`src/rtl/ctrl_pkg.sv`:
```
// Shared state encoding for the idle controller; the recirculation bench and
// the probador decode the `state` output with these constants.
package ctrl_pkg;

  localparam int STATE_W = 3;

  localparam logic [STATE_W-1:0] ST_RESET  = 3'd0;
  localparam logic [STATE_W-1:0] ST_INIT   = 3'd1;
  localparam logic [STATE_W-1:0] ST_IDLE   = 3'd2;
  localparam logic [STATE_W-1:0] ST_ACTIVE = 3'd3;
  localparam logic [STATE_W-1:0] ST_ERROR  = 3'd4;

  function automatic logic is_legal_state(input logic [STATE_W-1:0] s);
    return s <= ST_ERROR;
  endfunction

endpackage

```
`src/rtl/control_idle_fsm_if.sv`:
```
// FIFO status / threshold bundle between the idle controller (slave) and
// whatever drives its inputs and consumes its outputs (master).
interface control_idle_fsm_if
  import ctrl_pkg::*;
#(
  parameter int N_FIFO = 4,
  parameter int UMB_W  = 4
);

  logic                 init;
  logic [UMB_W-1:0]     umbral_alto_in;
  logic [UMB_W-1:0]     umbral_bajo_in;
  logic [N_FIFO-1:0]    fifo_empty;
  logic [N_FIFO-1:0]    fifo_error;

  logic [STATE_W-1:0]   state;
  logic                 IDLE_OUT;
  logic                 active_out;
  logic                 error_out;
  logic [N_FIFO-1:0]    error_fifo;
  logic                 cfg_invalid;
  logic [UMB_W-1:0]     umbral_alto_out;
  logic [UMB_W-1:0]     umbral_bajo_out;

  modport master (
    output init, umbral_alto_in, umbral_bajo_in, fifo_empty, fifo_error,
    input  state, IDLE_OUT, active_out, error_out, error_fifo, cfg_invalid,
           umbral_alto_out, umbral_bajo_out
  );

  modport slave (
    input  init, umbral_alto_in, umbral_bajo_in, fifo_empty, fifo_error,
    output state, IDLE_OUT, active_out, error_out, error_fifo, cfg_invalid,
           umbral_alto_out, umbral_bajo_out
  );

endinterface

```
`src/rtl/control_idle_fsm_idle_hold_cnt.sv`:
```
// Saturating up-counter with synchronous clear; counts consecutive all-empty
// cycles spent in ACTIVE.
module control_idle_fsm_idle_hold_cnt #(
  parameter int CNT_W = 3
) (
  input  logic             clk,
  input  logic             reset,
  input  logic             clr,
  input  logic             inc,
  output logic [CNT_W-1:0] count
);

  localparam logic [CNT_W-1:0] CNT_MAX = '1;

  always_ff @(posedge clk) begin
    if (reset || clr) begin
      count <= '0;
    end else if (inc && (count != CNT_MAX)) begin
      count <= count + 1'b1;
    end
  end

endmodule

```
`src/rtl/control_idle_fsm.sv`:
```
// Idle controller: drives IDLE_OUT to the recirculation demux once every FIFO
// has stayed empty long enough, latches FIFO thresholds in INIT, traps errors.
//
//  state  | meaning
//  -------+----------------------------------------------------------
//  RESET  | post-reset, all outputs cleared; moves to INIT next edge
//  INIT   | thresholds latched when valid; waits for init=0 and a valid config
//  IDLE   | all FIFOs drained, IDLE_OUT=1 forwards data to stage 2
//  ACTIVE | traffic present; counts all-empty cycles toward IDLE
//  ERROR  | a FIFO flagged an error; sticky until reset
module control_idle_fsm
  import ctrl_pkg::*;
#(
  parameter int N_FIFO    = 4,
  parameter int UMB_W     = 4,
  parameter int IDLE_HOLD = 4
) (
  input  logic                clk,
  input  logic                reset,
  control_idle_fsm_if.slave   bus
);

  localparam int               CNT_W     = $clog2(IDLE_HOLD + 1);
  localparam logic [CNT_W-1:0] HOLD_LAST = CNT_W'(IDLE_HOLD - 1);

  logic [STATE_W-1:0] state_q, state_d;
  logic [CNT_W-1:0]   hold_cnt;
  logic               cnt_inc;

  logic               all_empty;
  logic               any_error;
  logic               cfg_ok;
  logic               hold_done;

  logic               idle_q, idle_d;
  logic               active_q, active_d;
  logic               error_q, error_d;
  logic               cfg_inv_q, cfg_inv_d;
  logic [N_FIFO-1:0]  err_fifo_q, err_fifo_d;
  logic [UMB_W-1:0]   alto_q, alto_d;
  logic [UMB_W-1:0]   bajo_q, bajo_d;

  assign all_empty = &bus.fifo_empty;
  assign any_error = |bus.fifo_error;
  assign cfg_ok    = bus.umbral_bajo_in < bus.umbral_alto_in;
  assign hold_done = hold_cnt == HOLD_LAST;

  always_ff @(posedge clk) begin
    if (reset) begin
      state_q    <= ST_RESET;
      idle_q     <= 1'b0;
      active_q   <= 1'b0;
      error_q    <= 1'b0;
      cfg_inv_q  <= 1'b0;
      err_fifo_q <= '0;
      alto_q     <= '0;
      bajo_q     <= '0;
    end else begin
      state_q    <= state_d;
      idle_q     <= idle_d;
      active_q   <= active_d;
      error_q    <= error_d;
      cfg_inv_q  <= cfg_inv_d;
      err_fifo_q <= err_fifo_d;
      alto_q     <= alto_d;
      bajo_q     <= bajo_d;
    end
  end

  always_comb begin
    state_d = state_q;
    case (state_q)
      ST_RESET: state_d = ST_INIT;
      ST_INIT: begin
        if (any_error)                  state_d = ST_ERROR;
        else if (bus.init || !cfg_ok)   state_d = ST_INIT;
        else                            state_d = ST_IDLE;
      end
      ST_IDLE: begin
        if (any_error)                  state_d = ST_ERROR;
        else if (bus.init)              state_d = ST_INIT;
        else if (!all_empty)            state_d = ST_ACTIVE;
      end
      ST_ACTIVE: begin
        // a non-empty lane in the completing cycle keeps us ACTIVE
        if (any_error)                  state_d = ST_ERROR;
        else if (bus.init)              state_d = ST_INIT;
        else if (all_empty && hold_done) state_d = ST_IDLE;
      end
      ST_ERROR: state_d = ST_ERROR;
      default:  state_d = ST_RESET;
    endcase
  end

  // Outputs are decoded from the next state and registered alongside it.
  always_comb begin
    idle_d     = state_d == ST_IDLE;
    active_d   = state_d == ST_ACTIVE;
    error_d    = state_d == ST_ERROR;
    cfg_inv_d  = (state_d == ST_INIT) && !cfg_ok;
    err_fifo_d = err_fifo_q;
    alto_d     = alto_q;
    bajo_d     = bajo_q;
    if ((state_d == ST_ERROR) && (state_q != ST_ERROR)) begin
      err_fifo_d = bus.fifo_error;
    end
    if ((state_q == ST_INIT) && cfg_ok) begin
      alto_d = bus.umbral_alto_in;
      bajo_d = bus.umbral_bajo_in;
    end
  end

  assign cnt_inc = (state_q == ST_ACTIVE) && (state_d == ST_ACTIVE) && all_empty;

  control_idle_fsm_idle_hold_cnt #(
    .CNT_W (CNT_W)
  ) u_hold_cnt (
    .clk   (clk),
    .reset (reset),
    .clr   (!cnt_inc),
    .inc   (cnt_inc),
    .count (hold_cnt)
  );

  assign bus.state           = state_q;
  assign bus.IDLE_OUT        = idle_q;
  assign bus.active_out      = active_q;
  assign bus.error_out       = error_q;
  assign bus.error_fifo      = err_fifo_q;
  assign bus.cfg_invalid     = cfg_inv_q;
  assign bus.umbral_alto_out = alto_q;
  assign bus.umbral_bajo_out = bajo_q;

endmodule

```
`src/flat_wrapper.sv`:
```
// flat-port wrapper written by rule: the top's interface ports become plain ports
module control_idle_fsm_flat import ctrl_pkg::*;
#(
  parameter int N_FIFO    = 4,
  parameter int UMB_W     = 4,
  parameter int IDLE_HOLD = 4
)
  (clk, reset, bus_init, bus_umbral_alto_in, bus_umbral_bajo_in, bus_fifo_empty, bus_fifo_error, bus_state, bus_IDLE_OUT, bus_active_out, bus_error_out, bus_error_fifo, bus_cfg_invalid, bus_umbral_alto_out, bus_umbral_bajo_out);
  control_idle_fsm_if #(.N_FIFO(N_FIFO), .UMB_W(UMB_W)) bus_i ();
  input  logic clk;
  input  logic reset;
  input wire logic [$bits(bus_i.init)-1:0] bus_init;
  input wire logic [$bits(bus_i.umbral_alto_in)-1:0] bus_umbral_alto_in;
  input wire logic [$bits(bus_i.umbral_bajo_in)-1:0] bus_umbral_bajo_in;
  input wire logic [$bits(bus_i.fifo_empty)-1:0] bus_fifo_empty;
  input wire logic [$bits(bus_i.fifo_error)-1:0] bus_fifo_error;
  output wire logic [$bits(bus_i.state)-1:0] bus_state;
  output wire logic [$bits(bus_i.IDLE_OUT)-1:0] bus_IDLE_OUT;
  output wire logic [$bits(bus_i.active_out)-1:0] bus_active_out;
  output wire logic [$bits(bus_i.error_out)-1:0] bus_error_out;
  output wire logic [$bits(bus_i.error_fifo)-1:0] bus_error_fifo;
  output wire logic [$bits(bus_i.cfg_invalid)-1:0] bus_cfg_invalid;
  output wire logic [$bits(bus_i.umbral_alto_out)-1:0] bus_umbral_alto_out;
  output wire logic [$bits(bus_i.umbral_bajo_out)-1:0] bus_umbral_bajo_out;
  assign bus_i.init = bus_init;
  assign bus_i.umbral_alto_in = bus_umbral_alto_in;
  assign bus_i.umbral_bajo_in = bus_umbral_bajo_in;
  assign bus_i.fifo_empty = bus_fifo_empty;
  assign bus_i.fifo_error = bus_fifo_error;
  assign bus_state = bus_i.state;
  assign bus_IDLE_OUT = bus_i.IDLE_OUT;
  assign bus_active_out = bus_i.active_out;
  assign bus_error_out = bus_i.error_out;
  assign bus_error_fifo = bus_i.error_fifo;
  assign bus_cfg_invalid = bus_i.cfg_invalid;
  assign bus_umbral_alto_out = bus_i.umbral_alto_out;
  assign bus_umbral_bajo_out = bus_i.umbral_bajo_out;
  control_idle_fsm #(.N_FIFO(N_FIFO), .UMB_W(UMB_W), .IDLE_HOLD(IDLE_HOLD)) u_core (.clk(clk), .reset(reset), .bus(bus_i));
endmodule
```
`config.mk`:
```
export PLATFORM = sky130hd
export DESIGN_NAME = control_idle_fsm_flat
export DESIGN_NICKNAME = d
export VERILOG_FILES = /design/src/rtl/ctrl_pkg.sv /design/src/rtl/control_idle_fsm_if.sv /design/src/rtl/control_idle_fsm_idle_hold_cnt.sv /design/src/rtl/control_idle_fsm.sv /design/src/flat_wrapper.sv
export SDC_FILE = /design/constraint.sdc
export NUM_CORES = 1
export LEC_CHECK = 0
export ABC_AREA = 0
export CORE_MARGIN = 2
export CORE_UTILIZATION = 30
export DETAILED_ROUTE_END_ITERATION = 7
export GPL_ROUTABILITY_DRIVEN = 1
export HOLD_SLACK_MARGIN = 0.03
export PLACE_DENSITY = 0.71
export SYNTH_ARGS = -nofsm -noshare
export SYNTH_HDL_FRONTEND = slang
export SYNTH_HIERARCHICAL = 1
export SYNTH_SLANG_ARGS = --single-unit
```
`constraint.sdc`:
```
create_clock -name clk -period 1.9 [get_ports clk]
set_input_delay 0.285 -clock clk [delete_from_list [all_inputs] [get_ports clk]]
set_output_delay 0.285 -clock clk [all_outputs]
set_load 0.05 [all_outputs]
```
# After elaboration in Yosys (flattened, before gate mapping)
# Cells that the tools add are included.
# totals
input_bits,19
reg_bits,22
output_inout_bits,19
mem_count,0
rom_bits,0
latchBits,0
ram_bits,0
# classes
eq_ne,11
bitwise,0
n_shift,0
addsub,1
div,0
order_cmp,1
mul,0
reduce_logical,14
mux,9
# ops
operator,count
$mux W3,7
$eq A3 B2 Y1 const B,5
$pmux W3 S5,1
$logic_and A1 B1 Y1,7
$eq A3 B1 Y1 const B,2
$eq A3 B3 Y1 const B,2
$ne A3 B3 Y1 const B,2
$lt A4 B4 Y1,1
$reduce_and A4 Y1,1
$reduce_or A4 Y1,1
$add A3 B1 Y3 const B,1
$logic_not A3 Y1,1
$logic_not A1 Y1,2
$logic_or A1 B1 Y1,2
$mux W2,1

# Logic depth before layout (Yosys ltp)
# depth
word_depth,11
ltp_mapped,7

# Cells and area by module
# Netlist, hierarchy kept.
# modules_own_cells
module,cells_per_inst,n_inst,seq_area_each_um2,area_per_inst_um2
control_idle_fsm,103,1,380.4,957.2
control_idle_fsm_idle_hold_cnt,12,1,60.1,142.6

# Worst setup path before layout
# OpenSTA, ideal clock, no wires.
# synth_timing
kind,input port to flip-flop
from,input port bus_fifo_error[0]
to,register u_core.u_hold_cnt.count[1]
setup_slack_ns,-0.114
path_buffers,0
setup_ns,0.120
arrival_ns,1.893
path_stages,7
cell_sequence,nor4_2 -> nand2_1 -> or4_1 -> inv_2 -> nor2b_4 -> mux2i_1 -> nor3_1
# synth_via
elab_chain_len,8
elab_cells_between_ends,11
cone_classes,1 x eq/ne; 4 x mux; 6 x reduce/logical
# synth_rtl
element,line_no,rtl
start: declaration,flat_wrapper.sv:16,input wire logic [$bits(bus_i.fifo_error)-1:0] bus_fifo_error;
$reduce_or A4 Y1 *,control_idle_fsm.sv:44,assign any_error = |bus.fifo_error;
$mux W3 (on tied branches),"control_idle_fsm.sv:86, control_idle_fsm.sv:75, control_idle_fsm.sv:80",
$pmux W3 S5 *,control_idle_fsm.sv:72,case (state_q)
$eq A3 B2 Y1 *,control_idle_fsm.sv:113,assign cnt_inc = (state_q == ST_ACTIVE) && (state_d == ST_ACTIVE) && all_empty;
$logic_and A1 B1 Y1 * (2 in a row),control_idle_fsm.sv:113,
net u_core.cnt_inc,control_idle_fsm.sv:28,logic cnt_inc;
$logic_not A1 Y1,control_idle_fsm.sv:120,".clr (!cnt_inc),"
$logic_or A1 B1 Y1,control_idle_fsm_idle_hold_cnt.sv:16,if (reset || clr) begin
end signal: assignment,control_idle_fsm_idle_hold_cnt.sv:19,count <= count + 1'b1;
end: declaration,control_idle_fsm_idle_hold_cnt.sv:10,output logic [CNT_W-1:0] count
# The timed path passes the listed nets; every way through them passes the cells marked *.
# A chain may end at the register's enable or synchronous reset.

# Worst setup path after layout
# layout_timing
from,input port bus_init
to,register u_core.u_hold_cnt.count[2]
# layout_via
elab_chain_len,9
elab_cells_between_ends,14
cone_classes,1 x eq/ne; 7 x mux; 6 x reduce/logical
# layout_rtl
element,line_no,rtl
start: declaration,flat_wrapper.sv:12,input wire logic [$bits(bus_i.init)-1:0] bus_init;
$logic_or A1 B1 Y1,control_idle_fsm.sv:76,else if (bus.init || !cfg_ok) state_d = ST_INIT;
$mux W2,control_idle_fsm.sv:76,
$mux W3,control_idle_fsm.sv:75,if (any_error) state_d = ST_ERROR;
$pmux W3 S5 *,control_idle_fsm.sv:72,
$eq A3 B2 Y1 *,control_idle_fsm.sv:113,
$logic_and A1 B1 Y1 * (2 in a row),control_idle_fsm.sv:113,
net u_core.cnt_inc,control_idle_fsm.sv:28,
$logic_not A1 Y1,control_idle_fsm.sv:120,
$logic_or A1 B1 Y1,control_idle_fsm_idle_hold_cnt.sv:16,
# Marks and branches as above.

==> metrics.md <==
| Metric | Value |
|---|---|
| ANT cells | `0` |
| Worst clock skew | `0.00368 ns` |
| Leakage | `0.696 nW` |
| Top-count cell post-synth | `dfxtp_1` |
| CP Capture Type | `register` |
| Post-DP Area | `1650 sq um` |
| Slew @ Worst Pin | `0.503 ns` |
| GR peak layer | `met2` |
| Total Routing Usage GR | `0.139` |
| Antenna-violating nets left | `0` |
| Crit-path max FO | `3` |
| Die width | `64.5 um` |
| Pin count of the biggest net entering global routing | `28` |
| Vias in the first global route | `1022` |
| Final period util | `0.966` |
| CTS clock-pin slew for the worst setup and hold paths | `0.13 ns` |
| Setup violators final | `0` |
| Clk_lat worst skew | `0.32 ns` |
| First-pass GRT wire length | `4500 um` |
| Global-route track usage on met2 | `0.233` |
| 1st-iter DRT viols | `33` |
| Maximum clock path buffer count | `2` |
| Worst min-delay path category | `in -> reg` |
| Hpwl dp | `2050 um` |
| CTS H-tree lvls | `1` |
| Worst slack at placement | `-0.441 ns` |
| Die footprint | `4170 sq um` |
| Fin nets | `197` |
| Num CTS Buffers | `3` |
| Via count | `1033` |
| Startpoint types | `primary input` |
| Final std cells w/o fill | `218` |
| Gate count of the mapped netlist | `115` |
| Buffers on Ports | `37` |
| Initial antenna violation count | `0` |
| Hold Fails Final Rpt | `0` |
| Drt first pass iters | `4` |
| Post-synth EDFFs | `0` |
| TritonCTS clock tree | `built` |
| Syn Nets | `139` |
| Slowest stage cell, crit path | `or4_4` |
| Final slew viol count | `0` |
| Synthesis Warnings | `6` |
| Fin crit period | `1.84 ns` |
| WL final | `2670 um` |
| CP bufs+invs | `2` |
| Most frequent cells after synthesis | `22 x dfxtp_1, 17 x nand2b_1, 14 x mux2i_1` |
| Synth top area cells | `dfxtp_1 40%, mux2i_1 13%, nand2b_1 9.7%` |
| Ratio of cells with drive above 1 in the final layout | `0.238` |
| # hold bufs at CTS | `0` |
| DR vias/cell | `4.74` |
| Critical path's largest stage delay | `0.50 ns` |
| Final Cell Area | `1760 sq um` |
| Sequential Area | `443 sq um` |
| DR DRC count | `0` |
| Syn avg cell area | `9.56 sq um` |
| Dpl cells | `211` |
| Total congestion overflow | `0` |
| Arr. time, crit path | `2.06 ns` |
| M3 GR Usage | `0.0243` |
| Top cell type's share of synthesized area | `0.400` |
| Synth Register Bits | `22` |
| Unique masters post-synth | `33` |
| Primary FF master, synth | `dfxtp_1` |
| PwrDens | `726 nW/um^2` |
| CP required | `2.12 ns` |
| Core area | `3420 sq um` |
| I/O pins | `38` |
| Util after Layout | `0.514` |
| Relative slew slack | `0.663` |
| Synthesized area | `1100 sq um` |
| FMAX | `0.545 GHz` |
| RSZ-0062 raised after global routing | `false` |
| Post-synth top area cell | `dfxtp_1` |
| Status | `finished clean` |
| Post-synthesis sequential area ratio | `0.400` |
| Peak supply drop | `319 uV` |
| CTS sink cnt | `22` |
| Cell family with most CP delay | `simple AND/OR/NAND/NOR gates` |
| Layout Area Growth over Synthesis | `59.6%` |
| WL per Instance | `12.2 um` |
| Number of max-cap violations | `0` |
| Chip Height | `64.5 um` |
| Worst Slack Setup Final | `0.0638 ns` |
| Crit-path cells | `clkdlybuf4s50_1, or3_1, or4_4, inv_2, nor2b_4, mux2i_1, nor3_1` |
| Met1 Resource Use GR | `0.165` |
| Gpl congestion | `0.814` |
| Fillers | `322` |
| Share of flip-flops with an asynchronous set or reset | `0` |
| # rows | `21` |
| Initial Utilization | `0.322` |
| Area of the multi-input gates | `667 sq um` |
| Critical path class | `in -> reg` |
| Clock root buffer | `clkbuf_4` |
## final cells by class
cell class / instances / share of cell area
timing repair buffer: 56 / 0.292
clock inverter: 1 / 0.0171
inverter: 6 / 0.0128
tap: 46 / 0.0328
multi-input combinational: 84 / 0.380
clock buffer: 3 / 0.0128
sequential: 22 / 0.252
## routing by layer
metal  wire length [um]  share of wire
met5                  0              0
met4                 36          0.013
met3                144          0.054
met2               1350           0.51
met1               1140           0.43
## cell families after synthesis
group	synth area share
simple gates	0.267
compound gates	0.106
flops	0.400
buf+inv	0.0341
xor+xnor	0.00797
mux	0.127
fa+ha+maj	0.0569
## state kept, by name (all words and copies together), names as in the netlist
register / count
u_core/bus.IDLE_OUT: 1
u_core/bus.active_out: 1
u_core/bus.cfg_invalid: 1
u_core/bus.error_fifo: 4
u_core/bus.error_out: 1
u_core/bus.state: 3
u_core/bus.umbral_alto_out: 4
u_core/bus.umbral_bajo_out: 4
u_core/u_hold_cnt/count: 3
## report_power, final
| group | internal (mW) | switching [mW] |
|---|---|---|
| logic | 0.173 | 0.224 |
| registers | 0.493 | 0.0181 |
| clock network | 0.214 | 0.153 |
## cells in the final DEF, fill, tap and decap left out, drive strengths merged, types with 2 or more instances in the layout
cell type,count
clkdlybuf4s50,25
or3,2
buf,20
inv,6
dfxtp,22
or4,5
nand4,2
o21ai,2
clkbuf,3
mux2i,14
nor2,8
dlygate4sd2,10
nand2b,17
nand2,5
ha,5
nor4,2
nor3,4
a21oi,5
a2111oi,2
## repair_timing
| action | 4_1_cts | 5_1_grt |
|---|---|---|
| resized for setup | 19 | 1 |
| cloned | 0 | 0 |
| setup buffers | 3 | 0 |
| setup endpoints to repair | 7 | 3 |
| pin swaps | 9 | 2 |
## worst reg2reg max path, stage by stage, from the launching register on
cell and delay, ns:
dfxtp_2 0.41, nand2_1 0.09, or4_4 0.53, inv_2 0.06
nor2b_4 0.17, mux2i_1 0.22, nor3_1 0.06
## through the flow
stage                     power (mW)  hold slack, ns  setup TNS, ns
after detailed placement       0.913           0.461          -5.16
after floorplan                0.746           0.362              0
after CTS                       1.29           0.364              0
after global routing            1.33           0.361              0
final                           1.27           0.355              0
after global placement         0.906           0.462          -4.84
## final timing paths
path,from,slack [ns],depth (start not counted),end
hold / removal,bus_fifo_error[0],0.35,3,u_core/bus.error_fifo[0]$_SDFFE_PP0P_
hold reg to reg,u_core/bus.umbral_alto_out[3]$_SDFFE_PP0P_,0.49,2,u_core/bus.umbral_alto_out[3]$_SDFFE_PP0P_
setup / recovery,bus_init,0.06,7,u_core/u_hold_cnt/count[2]$_SDFFE_PP0P_
setup reg to reg,u_core/bus.state[1]$_SDFF_PP0_,0.27,6,u_core/u_hold_cnt/count[2]$_SDFFE_PP0P_
Power figures use the tool's default switching activity.
